[config.mk]
export PLATFORM = sky130hd
export DESIGN_NAME = mccoy_prog_ctrl_flat
export DESIGN_NICKNAME = d
export VERILOG_FILES = /design/src/rtl/mccoy_prog_ctrl_if.sv /design/src/rtl/mccoy_prog_ctrl.sv /design/src/flat_wrapper.sv
export SDC_FILE = /design/constraint.sdc
export NUM_CORES = 1
export LEC_CHECK = 0
export CAP_MARGIN = 20
export CORE_MARGIN = 4
export CORE_UTILIZATION = 40
export CTS_BUF_LIST = sky130_fd_sc_hd__clkbuf_4 sky130_fd_sc_hd__clkbuf_8
export CTS_CLUSTER_SIZE = 16
export DETAILED_ROUTE_END_ITERATION = 7
export GPL_TIMING_DRIVEN = 0
export SYNTH_ARGS = -nofsm -noshare
export SYNTH_HDL_FRONTEND = slang
export SYNTH_SLANG_ARGS = --single-unit
export TNS_END_PERCENT = 100
[constraint.sdc]
create_clock -name clk -period 6 [get_ports clk]
set_input_delay 1.5 -clock clk [delete_from_list [all_inputs] [get_ports clk]]
set_output_delay 1.5 -clock clk [all_outputs]
set_load 0.02 [all_outputs]
[src/rtl/mccoy_prog_ctrl_if.sv]
// Loader-side program port for the McCoy sequencer: valid/ready word transfer.
interface mccoy_prog_ctrl_if;
   logic       load_valid;
   logic [5:0] load_data;
   logic       load_ready;

   modport master (output load_valid, output load_data, input load_ready);
   modport slave  (input load_valid, input load_data, output load_ready);
endinterface

[src/rtl/mccoy_prog_ctrl.sv]
// McCoy program sequencer: buffers a program, then drives core instr/reset/run.
// Optional build macro MCCOY_CYCLE_COUNT_EN enables the cycles_run counter.
module mccoy_prog_ctrl #(
   parameter int unsigned DEPTH      = 16,
   parameter int unsigned ADDR_W     = 4,
   parameter int unsigned RST_CYCLES = 2
) (
   input  logic               clk,
   input  logic               reset,
   mccoy_prog_ctrl_if.slave   load,
   input  logic               clear,
   input  logic               start,
   input  logic               step_mode,
   input  logic               step,
   input  logic               abort,
   input  logic [7:0]         pc_in,
   output logic [5:0]         instr_out,
   output logic               core_reset,
   output logic               core_run,
   output logic               done,
   output logic               busy,
   output logic [ADDR_W:0]    count,
   output logic [15:0]        cycles_run
);

   typedef enum logic [2:0] {S_IDLE, S_CORE_RST, S_RUN, S_STEP, S_DONE} state_t;

   localparam logic [ADDR_W:0] FULL     = DEPTH[ADDR_W:0];
   localparam logic [3:0]      RST_LAST = 4'(RST_CYCLES - 1);

   state_t     state_q, state_d;
   logic [5:0] mem [DEPTH];
   logic [3:0] rst_cnt_q;
   logic       step_mode_q;
   logic       step_q, step_q2;
   logic       wr_en, clr;
   logic [7:0] count_ext;
   logic       halt;

   // PC is compared at full width so out-of-range values never alias into the buffer
   assign count_ext = 8'(count);
   assign halt      = (pc_in >= count_ext);
   assign instr_out = halt ? '0 : mem[pc_in[ADDR_W-1:0]];
   assign done      = (state_q == S_DONE);
   assign busy      = (state_q == S_CORE_RST) || (state_q == S_RUN) || (state_q == S_STEP);

   always_comb begin
      state_d         = state_q;
      core_reset      = 1'b0;
      core_run        = 1'b0;
      load.load_ready = 1'b0;
      wr_en           = 1'b0;
      clr             = 1'b0;
      case (state_q)
         S_IDLE: begin
            core_reset      = 1'b1;
            load.load_ready = (count < FULL);
            wr_en           = load.load_valid && (count < FULL) && !clear;
            clr             = clear;
            if (start && !clear && (count != '0))
               state_d = S_CORE_RST;
         end
         S_CORE_RST: begin
            core_reset = 1'b1;
            if (rst_cnt_q == RST_LAST)
               state_d = step_mode_q ? S_STEP : S_RUN;
         end
         S_RUN: begin
            if (halt) state_d = S_DONE;
            else      core_run = 1'b1;
         end
         S_STEP: begin
            if (halt) state_d = S_DONE;
            else      core_run = step_q && !step_q2;
         end
         S_DONE: begin
            if (clear) begin
               clr     = 1'b1;
               state_d = S_IDLE;
            end else if (start) begin
               state_d = S_CORE_RST;
            end
         end
         default: state_d = S_IDLE;
      endcase
      if (abort) begin
         state_d = S_IDLE;
         clr     = 1'b0;
      end
   end

   always_ff @(posedge clk or posedge reset) begin
      if (reset) begin
         state_q     <= S_IDLE;
         count       <= '0;
         rst_cnt_q   <= '0;
         step_mode_q <= 1'b0;
         step_q      <= 1'b0;
         step_q2     <= 1'b0;
      end else begin
         state_q   <= state_d;
         step_q    <= step;
         step_q2   <= step_q;
         rst_cnt_q <= (state_q == S_CORE_RST) ? rst_cnt_q + 4'd1 : '0;
         if (state_d == S_CORE_RST && state_q != S_CORE_RST)
            step_mode_q <= step_mode;
         if (clr)        count <= '0;
         else if (wr_en) count <= count + 1'b1;
      end
   end

   always_ff @(posedge clk) begin
      if (wr_en)
         mem[count[ADDR_W-1:0]] <= load.load_data;
   end

`ifdef MCCOY_CYCLE_COUNT_EN
   logic [15:0] cyc_q;

   always_ff @(posedge clk or posedge reset) begin
      if (reset)
         cyc_q <= '0;
      else if (state_d == S_CORE_RST && state_q != S_CORE_RST)
         cyc_q <= '0;
      else if (core_run && cyc_q != '1)
         cyc_q <= cyc_q + 16'd1;
   end

   assign cycles_run = cyc_q;
`else
   assign cycles_run = '0;
`endif

endmodule

[src/flat_wrapper.sv]
// flat-port wrapper written by rule: the top's interface ports become plain ports
module mccoy_prog_ctrl_flat 
#(
   parameter int unsigned DEPTH      = 16,
   parameter int unsigned ADDR_W     = 4,
   parameter int unsigned RST_CYCLES = 2
)
  (clk, reset, clear, start, step_mode, step, abort, pc_in, instr_out, core_reset, core_run, done, busy, count, cycles_run, load_load_valid, load_load_data, load_load_ready);
  mccoy_prog_ctrl_if load_i ();
  input  logic clk;
  input  logic reset;
  input  logic clear;
  input  logic start;
  input  logic step_mode;
  input  logic step;
  input  logic abort;
  input  logic [7:0] pc_in;
  output logic [5:0] instr_out;
  output logic core_reset;
  output logic core_run;
  output logic done;
  output logic busy;
  output logic [ADDR_W:0] count;
  output logic [15:0] cycles_run;
  input wire logic [$bits(load_i.load_valid)-1:0] load_load_valid;
  input wire logic [$bits(load_i.load_data)-1:0] load_load_data;
  output wire logic [$bits(load_i.load_ready)-1:0] load_load_ready;
  assign load_i.load_valid = load_load_valid;
  assign load_i.load_data = load_load_data;
  assign load_load_ready = load_i.load_ready;
  mccoy_prog_ctrl #(.DEPTH(DEPTH), .ADDR_W(ADDR_W), .RST_CYCLES(RST_CYCLES)) u_core (.clk(clk), .reset(reset), .load(load_i), .clear(clear), .start(start), .step_mode(step_mode), .step(step), .abort(abort), .pc_in(pc_in), .instr_out(instr_out), .core_reset(core_reset), .core_run(core_run), .done(done), .busy(busy), .count(count), .cycles_run(cycles_run));
endmodule
==> flow_summary.html <==
<table>
<tr><th>Metric</th><th>Value</th></tr>
<tr><th colspan="2">Outcome</th></tr>
<tr><td>Status</td><td>finished clean</td></tr>
<tr><th colspan="2">Power and ir drop</th></tr>
<tr><td>Switching power of the nets</td><td>slightly above 0.0004 W</td></tr>
<tr><td>Power per cell area</td><td>~270 nW/um^2</td></tr>
<tr><td>Clock share of power</td><td>27.8%</td></tr>
<tr><td>Proportion of power drawn by flip-flops and latches</td><td>56.5%</td></tr>
<tr><td>Peak ir drop on the vdd network</td><td>103.2 uV</td></tr>
<tr><td>Switching share of total power</td><td>25.74%</td></tr>
<tr><td>Static leakage power</td><td>2.072 nW</td></tr>
<tr><td>Int Power</td><td>0.001177 W</td></tr>
<tr><td>Portion of total power attributed to combinational logic</td><td>15.7%</td></tr>
<tr><th colspan="2">Finish</th></tr>
<tr><td>Finished layout cell area</td><td>5781 sq um</td></tr>
<tr><td>Synthesis-to-finish area growth</td><td>16.78%</td></tr>
<tr><td>Layout Nets</td><td>slightly below 400</td></tr>
<tr><td>Proportion of layout cells with a drive suffix above 1</td><td>15.64%</td></tr>
<tr><td>Utilization after layout</td><td>47.93%</td></tr>
<tr><td>Antenna diode count</td><td>0</td></tr>
<tr><th colspan="2">Clock tree</th></tr>
<tr><td>Clock Root Buffer</td><td>sky130_fd_sc_hd__clkbuf_8</td></tr>
<tr><td>CTS clk-pin slew, worst paths</td><td>100 ps</td></tr>
<tr><td>Clock sinks</td><td>approximately 110</td></tr>
<tr><td>Largest buffer count on any clock path</td><td>2</td></tr>
<tr><td>Post-CTS setup buffer count</td><td>0</td></tr>
<tr><td>Number of buffers added by the clock tree synthesis step</td><td>9</td></tr>
<tr><td>CTS tree</td><td>built</td></tr>
<tr><td>Later-pin clock latency in the skew report</td><td>360 ps</td></tr>
<tr><td>Maximum level of the CTS H-tree</td><td>3</td></tr>
<tr><th colspan="2">Placement</th></tr>
<tr><td>HPWL after detailed placement</td><td>6938 um</td></tr>
<tr><td>Placement Setup Slack</td><td>-387.3 ps</td></tr>
<tr><td>RePlAce Congestion</td><td>0.7604</td></tr>
<tr><td>Number of I/O port buffers</td><td>37</td></tr>
<tr><td>Placed instance area</td><td>between 5000 and 6000 sq um</td></tr>
<tr><th colspan="2">Routing</th></tr>
<tr><td>Wire length reported by the detailed router</td><td>9772 um</td></tr>
<tr><td>Number of vias after detailed routing</td><td>~2600</td></tr>
<tr><td>DRC marker count from the first detailed-route iteration</td><td>between 150 and 200</td></tr>
<tr><td>Average routed wire per standard cell</td><td>18.58 um</td></tr>
<tr><td>Post-route ant nets</td><td>0</td></tr>
<tr><td>Total iterations of the first detailed-routing run</td><td>4</td></tr>
<tr><td>Via density per instance</td><td>around 5</td></tr>
<tr><td>Final routed DRC violation total</td><td>0</td></tr>
<tr><th colspan="2">Worst setup path</th></tr>
<tr><td>Required time of the worst setup path</td><td>~4500 ps</td></tr>
<tr><td>Type of the worst setup path</td><td>primary input to output port</td></tr>
<tr><td>Critical Path Start Type</td><td>primary input</td></tr>
<tr><td>Worst path slowest cell</td><td>sky130_fd_sc_hd__clkdlybuf4s50_1</td></tr>
<tr><td>Cell-by-cell trace of the critical path</td><td>clkbuf_2, inv_1, ha_1, nand2b_1, a2111oi_2, o21ai_1, a211oi_1, clkdlybuf4s50_1</td></tr>
<tr><td>Largest stage delay on the critical path</td><td>680 ps</td></tr>
<tr><td>Category of the worst setup path capture point</td><td>output port</td></tr>
<tr><td>Worst Path Max Fanout</td><td>13</td></tr>
<tr><td>Start of the worst register-to-register path</td><td>u_core.state_q[1]</td></tr>
<tr><td>Startpoint of the worst setup timing path</td><td>pc_in[0]</td></tr>
<tr><td>Critical path arrival</td><td>4150 ps</td></tr>
<tr><th colspan="2">Die</th></tr>
<tr><td>Rows</td><td>40</td></tr>
<tr><td>Die area</td><td>14220 sq um</td></tr>
<tr><td>Floorplan die width</td><td>119.2 um</td></tr>
<tr><td>Floorplan Core Area</td><td>12060 sq um</td></tr>
<tr><td>IO Count</td><td>54</td></tr>
<tr><td>Height of the chip</td><td>roughly 120 um</td></tr>
<tr><td>Starting utilization of the core area</td><td>between 40% and 50%</td></tr>
<tr><th colspan="2">STA</th></tr>
<tr><td>Worst Skew</td><td>11.36 ps</td></tr>
<tr><td>Setup violators final</td><td>0</td></tr>
<tr><td>Number of endpoints with negative hold slack in the final report</td><td>0</td></tr>
<tr><td>Tmin final</td><td>approximately 5600 ps</td></tr>
<tr><td>Maximum clock frequency</td><td>0.1771 GHz</td></tr>
<tr><td>Number of pins with negative max-slew slack in the final report</td><td>0</td></tr>
<tr><td>Final worst-path cycle share</td><td>94.12%</td></tr>
<tr><td>Transition at the pin with the smallest max-transition slack</td><td>1012 ps</td></tr>
<tr><td>Slew margin rel.</td><td>32.00%</td></tr>
<tr><td>Unrepaired setup endpoints after global routing</td><td>false</td></tr>
<tr><td>Final critical-path setup slack</td><td>353.1 ps</td></tr>
<tr><th colspan="2">Synth</th></tr>
<tr><td>Number of cells produced by synthesis</td><td>approximately 290</td></tr>
<tr><td>Number of distinct library cells after synthesis</td><td>44</td></tr>
<tr><td>Mean Syn Cell Area</td><td>about 17 sq um</td></tr>
<tr><td>Portion of synthesized cell area occupied by the leading cell type</td><td>58.24%</td></tr>
<tr><td>Most area-hungry cell type in the Yosys netlist</td><td>sky130_fd_sc_hd__edfxtp_1</td></tr>
<tr><td>Number of synthesized register bits</td><td>111</td></tr>
<tr><td>Most used flip-flop cell after synthesis</td><td>sky130_fd_sc_hd__edfxtp_1</td></tr>
<tr><td>Number of enable-type register cells in the synthesized netlist</td><td>between 90 and 100</td></tr>
<tr><td>Sequential-to-total area share from yosys stat</td><td>65.82%</td></tr>
<tr><td>Area of the mapped netlist</td><td>~4900 sq um</td></tr>
<tr><td>Cell types occupying the most area after synthesis</td><td>sky130_fd_sc_hd__edfxtp_1 58%, sky130_fd_sc_hd__mux4_1 11%, sky130_fd_sc_hd__dfrtp_1 7.6%</td></tr>
<tr><td>Number of synthesis warnings</td><td>0</td></tr>
<tr><td>Share of async-settable or async-resettable flops after synthesis</td><td>13.51%</td></tr>
<tr><th colspan="2">Worst hold path</th></tr>
<tr><td>Worst min-delay path category</td><td>register to register</td></tr>
<tr><td>Source of the worst hold timing path</td><td>u_core.step_q</td></tr>
<tr><th colspan="2">Global route</th></tr>
<tr><td>Initial antenna violation count</td><td>0</td></tr>
<tr><td>Global-route total usage across every layer</td><td>14.27%</td></tr>
<tr><td>Vias in the first global route</td><td>2612</td></tr>
<tr><td>First-pass GRT wire length</td><td>between 15000 and 20000 um</td></tr>
<tr><td>Maximum number of pins on one net before global-route repair</td><td>19</td></tr>
<tr><td>Overflow left after global routing</td><td>0</td></tr>
<tr><th colspan="2">Flow run</th></tr>
<tr><td>Count of maximum capacitance violations</td><td>0</td></tr>
</table>
-- critical path: cells and delay by family --
family	cells	cell delay [ps]
AO/OA/AOI/OAI	3	1170
adder cells (fa/ha/maj)	1	290
buffers and inverters	3	1030
AND/OR/NAND/NOR	1	150
-- routing by layer --
metal	vias to the layer above	share of wire [%]	GRT usage, %
met4	0	1.3	5.431
met3	7	3.6	2.137
li1	1226	-	-
met1	1297	45	19.56
met5	-	0	0
met2	51	50	23.07
-- final timing paths --
kind / endpoint / slack (ps) / cells past startpoint
max: instr_out[3] / 350 / 8
min: u_core.step_q2 / 390 / 0
max reg2reg: u_core.mem[1][5] / 3460 / 6
min reg2reg: u_core.step_q2 / 390 / 0
max in group asynchronous: u_core.step_mode_q / 4110 / 2
min in group asynchronous: u_core.rst_cnt_q[2] / 1500 / 2
-- sequential cells by signal, summed over array words and instances (netlist names) --
signal / count
u_core.count: 5
u_core.step_q2: 1
u_core.rst_cnt_q: 4
u_core.state_q: 3
u_core.mem: 96
u_core.step_mode_q: 1
u_core.step_q: 1
-- placed cells by master, fill, tap and decap left out, types with 6 or more instances in the layout --
cell / n
sky130_fd_sc_hd__a211oi_1: 13
sky130_fd_sc_hd__buf_2: 7
sky130_fd_sc_hd__buf_4: 18
sky130_fd_sc_hd__clkbuf_8: 9
sky130_fd_sc_hd__clkdlybuf4s50_1: 36
sky130_fd_sc_hd__conb_1: 16
sky130_fd_sc_hd__dfrtp_1: 15
sky130_fd_sc_hd__edfxtp_1: 96
sky130_fd_sc_hd__ha_1: 11
sky130_fd_sc_hd__inv_1: 11
sky130_fd_sc_hd__mux2i_1: 6
sky130_fd_sc_hd__mux4_1: 20
sky130_fd_sc_hd__nand2_1: 7
sky130_fd_sc_hd__nor2_1: 27
sky130_fd_sc_hd__nor2b_1: 7
-- layout make-up --
type	count	area, sq um
clock buffers	9	123.9
repair buffers	38	372.9
flip-flops and latches	111	3258
well taps	168	210.2
multi-input cells	154	1470
fillers	1034	6281
clock inverters	6	71.32
plain buffers	29	232.7
inverters	11	41.29
-- cells by family after synthesis --
family,count (synthesis),synth area share [%]
compound gates,29,4.676
xor+xnor,5,0.8847
fa+ha+maj,11,2.781
flops,111,65.82
simple gates,62,6.269
buf+inv,41,5.612
other cells,1,0.07576
mux,31,13.88
-- cell usage after synthesis, drive strengths merged (2+ instances only) --
master,n
buf,29
and3,3
mux4,24
inv,11
o21ai,5
dfrtp,15
nor3,5
xnor2,4
a211oi,13
a2111oi,2
or3b,2
edfxtp,96
nor4,2
and2,2
ha,11
mux2i,6
nor3b,2
nand3,3
a21oi,3
nand2,7
nor2b,7
nor2,27
-- through the flow --
stage / total power (W) / hold WS [ps] / setup TNS, ps / std cells
2_1_floorplan: 0.001069 / 353.7 / 0 / 306
4_1_cts: 0.001594 / 399.7 / 0 / 525
3_5_place_dp: 0.001164 / 370.2 / -1828 / 511
6_report: 0.001585 / 393.1 / 0 / 526
3_3_place_gp: 0.001162 / 364.7 / -1641 / 511
5_1_grt: 0.001650 / 412.6 / 0 / 526
-- power groups by stage --
stage	registers, W	logic, W	clock network (W)
global route	0.000899	0.000277	0.000474
global placement	0.000912	0.000250	0
CTS	0.000895	0.000253	0.000446
detailed placement	0.000912	0.000252	0
floorplan	0.000915	0.000153	0
finish	0.000895	0.000250	0.000440
-- repair_timing --
action	in CTS	in global routing
hold buffers	0	0
gates resized for setup	1	2
pin swaps	0	0
setup endpoints to repair	7	6
No activity file was read; power rests on OpenSTA's default activity.
==> variant 1, RTL diff (same flow settings) <==
Add a define of `MCCOY_CYCLE_COUNT_EN`.
--- a/src/rtl/mccoy_prog_ctrl.sv
+++ b/src/rtl/mccoy_prog_ctrl.sv
@@ -1,5 +1,7 @@
 // McCoy program sequencer: buffers a program, then drives core instr/reset/run.
 // Optional build macro MCCOY_CYCLE_COUNT_EN enables the cycles_run counter.
+`define MCCOY_CYCLE_COUNT_EN
+
 module mccoy_prog_ctrl #(
    parameter int unsigned DEPTH      = 16,
    parameter int unsigned ADDR_W     = 4,
Behaviour: not the same (a bounded check fails within 10 cycles, from zero or initial values and one cycle with reset high).
==> variant 1 against the original RTL <==
Synthesized area grew 14%. Cell area grew 19%. Total power grew 31%. Worst setup slack lost 0.13 ns. Combinational power grew 6%. Routed wire length grew 25%. Sequential cell count grew 16. Global-route usage grew 1.6 points. Sequential share of layout area shrank 3.1 points. Critical path type unchanged. Largest cell class unchanged. Highest routed layer unchanged.
==> variant 1: results (changes against the original RTL) <==
commonest cells in the synthesized netlist: edfxtp_1, dfrtp_1, nor2_1
GP Congestion: 0.756 (-0.63%)
R2R setup slack: 3.30 ns (-0.16 ns)
Inserted Clock Buffers: 17 (+8)
slew margin rel.: 32.2% (+0.23 points)
pre-CTS setup slack: 0.212 ns (+0.599 ns)
port buffer count: 52 (+41%)
vias: 3,410 (+32%)
LEAKAGE: 2.36 nW (+14%)
library cells used by synthesis: 46 (+4.5%)
post-synthesis compound-gate area fraction: 5.11% (+0.43 points)
reg-to-reg startpoint: u_core.count[2]$_DFFE_PP0P_
post-synthesis sequential area ratio: 64.6% (-1.2 points)
fraction of registers with async set/reset: 24.4% (+11 points)
# resized after CTS: 0 (-1)
total routed wirelength: 12,200 um (+25%)
# nets final: 465 (+20%)
net switching power figure: 512 uW (+25%)
vias in the first global route: 3,521 (+35%)
met2 Use GR: 26.0% (+2.9 points)
reg2reg end: u_core.cycles_run[15]$_DFFE_PP0P_
Flop pwr share: 48.8% (-7.7 points)
Final WS setup: 0.221 ns (-0.132 ns)
largest cells by area after synthesis: edfxtp_1, dfrtp_1, mux4_1, mux4_2, ha_1
mux contribution to synthesized area: 13.7% (-0.20 points)
Clock H-tree levels: 4 (+1)
HPWL Detailed: 8390 um (+21%)
Met2 Wirelength: 6250 um (+29%)
R2R cell count: 9 (+3)
placed insts: 591 (+16%)
Crit path arrival time: 4.28 ns (+0.13 ns)
crit path to: instr_out[1]
vias per std cell: 5.46 (+11%)
Cell Area, Placed: 6430 sq um (+15%)
combinational power: 266 uW (+6%)
Synth Area in XOR/XNOR: 0.774% (-0.11 points)
combinational share of power: 12.8% (-2.9 points)
post-synthesis adder-cell area fraction: 2.65% (-0.13 points)
met1 Usage GRT: 21.3% (+1.8 points)
worst skew pair latency: 0.43 ns (+0.07 ns)
met3 GRT Util: 3.45% (+1.3 points)
1st-pass router iterations: 4 (unchanged)
share of layout cells above drive strength 1: 13.5% (-2.1 points)
Hold Worst Slack: 0.399 ns (+0.00542 ns)
Post-Route M1 WL: 5420 um (+22%)
outcome: finished, final reports clean
first-pass GRT wire length: 19,400 um (+29%)
WL met3: 423 um (+20%)
Worst Skew: 0.0139 ns (+0.00256 ns)
largest net degree at the start of global routing: 22 (+3)
DR iter-0 viols: 236 (+29%)
syn_nets: 392
-- variant 1: cell count changes after synthesis, moves of 6 or more --
cell      delta
nand3_1      +9
o31ai_1     +11
nand2_1      +6
a21oi_1     +15
dfrtp_1     +16
clkbuf_1     +7
buf_4       -16
a211oi_1    -13
or4_1       +12
mux4_2       +8
nand4_1      +7
-- variant 1: layout make-up --
class | count | area (sq um)
Tap cell | 180 | 225
Fill cell | 1175 | 7010
Clock buffer | 19 | 249
Timing Repair Buffer | 54 | 553
Clock inverter | 13 | 185
Buffer | 17 | 116
Inverter | 13 | 48.8
Multi-Input combinational cell | 201 | 1840
Sequential cell | 127 | 3660
-- variant 1: worst max-delay path, cell delays in order --
cell and delay (ns):
clkdlybuf4s50_1 0.60, clkbuf_1 0.54, mux4_2 0.44, mux4_2 0.50, nor2b_1 0.14, clkdlybuf4s50_1 0.55
==> variant 2, RTL diff (same settings) <==
Without the edit above. Encoding of `state_t`: now Gray code (3 bits for 5 states).
--- a/src/rtl/mccoy_prog_ctrl.sv
+++ b/src/rtl/mccoy_prog_ctrl.sv
@@ -23,7 +23,7 @@
    output logic [15:0]        cycles_run
 );
 
-   typedef enum logic [2:0] {S_IDLE, S_CORE_RST, S_RUN, S_STEP, S_DONE} state_t;
+   typedef enum logic [2:0] {S_IDLE = 3'b000, S_CORE_RST = 3'b001, S_RUN = 3'b011, S_STEP = 3'b010, S_DONE = 3'b110} state_t;
 
    localparam logic [ADDR_W:0] FULL     = DEPTH[ADDR_W:0];
    localparam logic [3:0]      RST_LAST = 4'(RST_CYCLES - 1);
Function: no difference found for any inputs over 10 cycles, from zero or initial values and one cycle with reset high; not proved beyond that.
==> variant 2 against the original RTL <==
Cell count is 2.9% higher. Cell area is 0.39% higher. Total power is 0.31% higher. Synthesized area about the same. Die area barely moved. Worst setup slack got worse by 0.17 ns. Count of clock-buffer cells in the layout rose by 1. Sequential power fell by 0.4%. Routed wire length is 1.8% higher. Sequential cell count unchanged. Critical endpoint is now instr_out[0]. Largest cell class unchanged. Largest power group unchanged.
==> variant 2: results (changes against the original RTL) <==
reg-to-reg startpoint: u_core.state_q[2]$_DFF_PP0_
largest net degree at the start of global routing: 18 (-1)
met1 Usage GRT: 20.8% (+1.2 points)
vias in the first global route: 2,821 (+8.0%)
# nets final: 401 (+3.6%)
HPWL Detailed: 6990 um (+0.75%)
post-synthesis sequential area ratio: 65.8% (about the same)
GP Congestion: 0.792 (+4.1%)
DR iter-0 viols: 150 (-18%)
met2 Use GR: 22.7% (-0.32 points)
Worst Skew: 0.00998 ns (-0.00138 ns)
post-synthesis adder-cell area fraction: 2.78% (about the same)
WL met3: 515 um (+46%)
Post-Route M1 WL: 4660 um (+5.2%)
Synth Area in XOR/XNOR: 1.06% (+0.18 points)
post-synthesis compound-gate area fraction: 4.93% (+0.25 points)
met3 GRT Util: 2.52% (+0.38 points)
share of layout cells above drive strength 1: 16.4% (+0.71 points)
outcome: finished, final reports clean
pre-CTS setup slack: 0.0699 ns (+0.457 ns)
Hold Worst Slack: 0.405 ns (+0.0121 ns)
power per cell area: 274 nW/um^2 (about the same)
switch share: 25.6% (-0.19 points)
Met2 Wirelength: 4640 um (-4.4%)
mux contribution to synthesized area: 13.3% (-0.59 points)
==> variant 2: cell types whose count changed in the layout (fill, tap and decap cells not counted), moves of 3 or more <==
cell,before,now
nand2_1,7,13
a211oi_1,13,9
clkbuf_1,0,4
nor2_1,27,33
clkinv_2,0,3
a21oi_1,3,6
mux4_2,4,8
mux4_1,20,15
==> variant 2: layout make-up <==
cell class / count / area, sq um
fillers: 1046 / 6260
flip-flops and latches: 111 / 3260
multi-input cells: 167 / 1510
repair buffers: 39 / 383
plain buffers: 30 / 211
well taps: 168 / 210
clock buffers: 10 / 138
clock inverters: 6 / 60.1
inverters: 10 / 37.5
==> variant 2: critical path: cells and delay by family <==
| kind | cells | cell delay [ns] |
|---|---|---|
| buffers and inverters | 3 | 1.38 |
| AO/OA/AOI/OAI | 3 | 0.96 |
| adder cells (fa/ha/maj) | 1 | 0.29 |
| AND/OR/NAND/NOR | 1 | 0.17 |
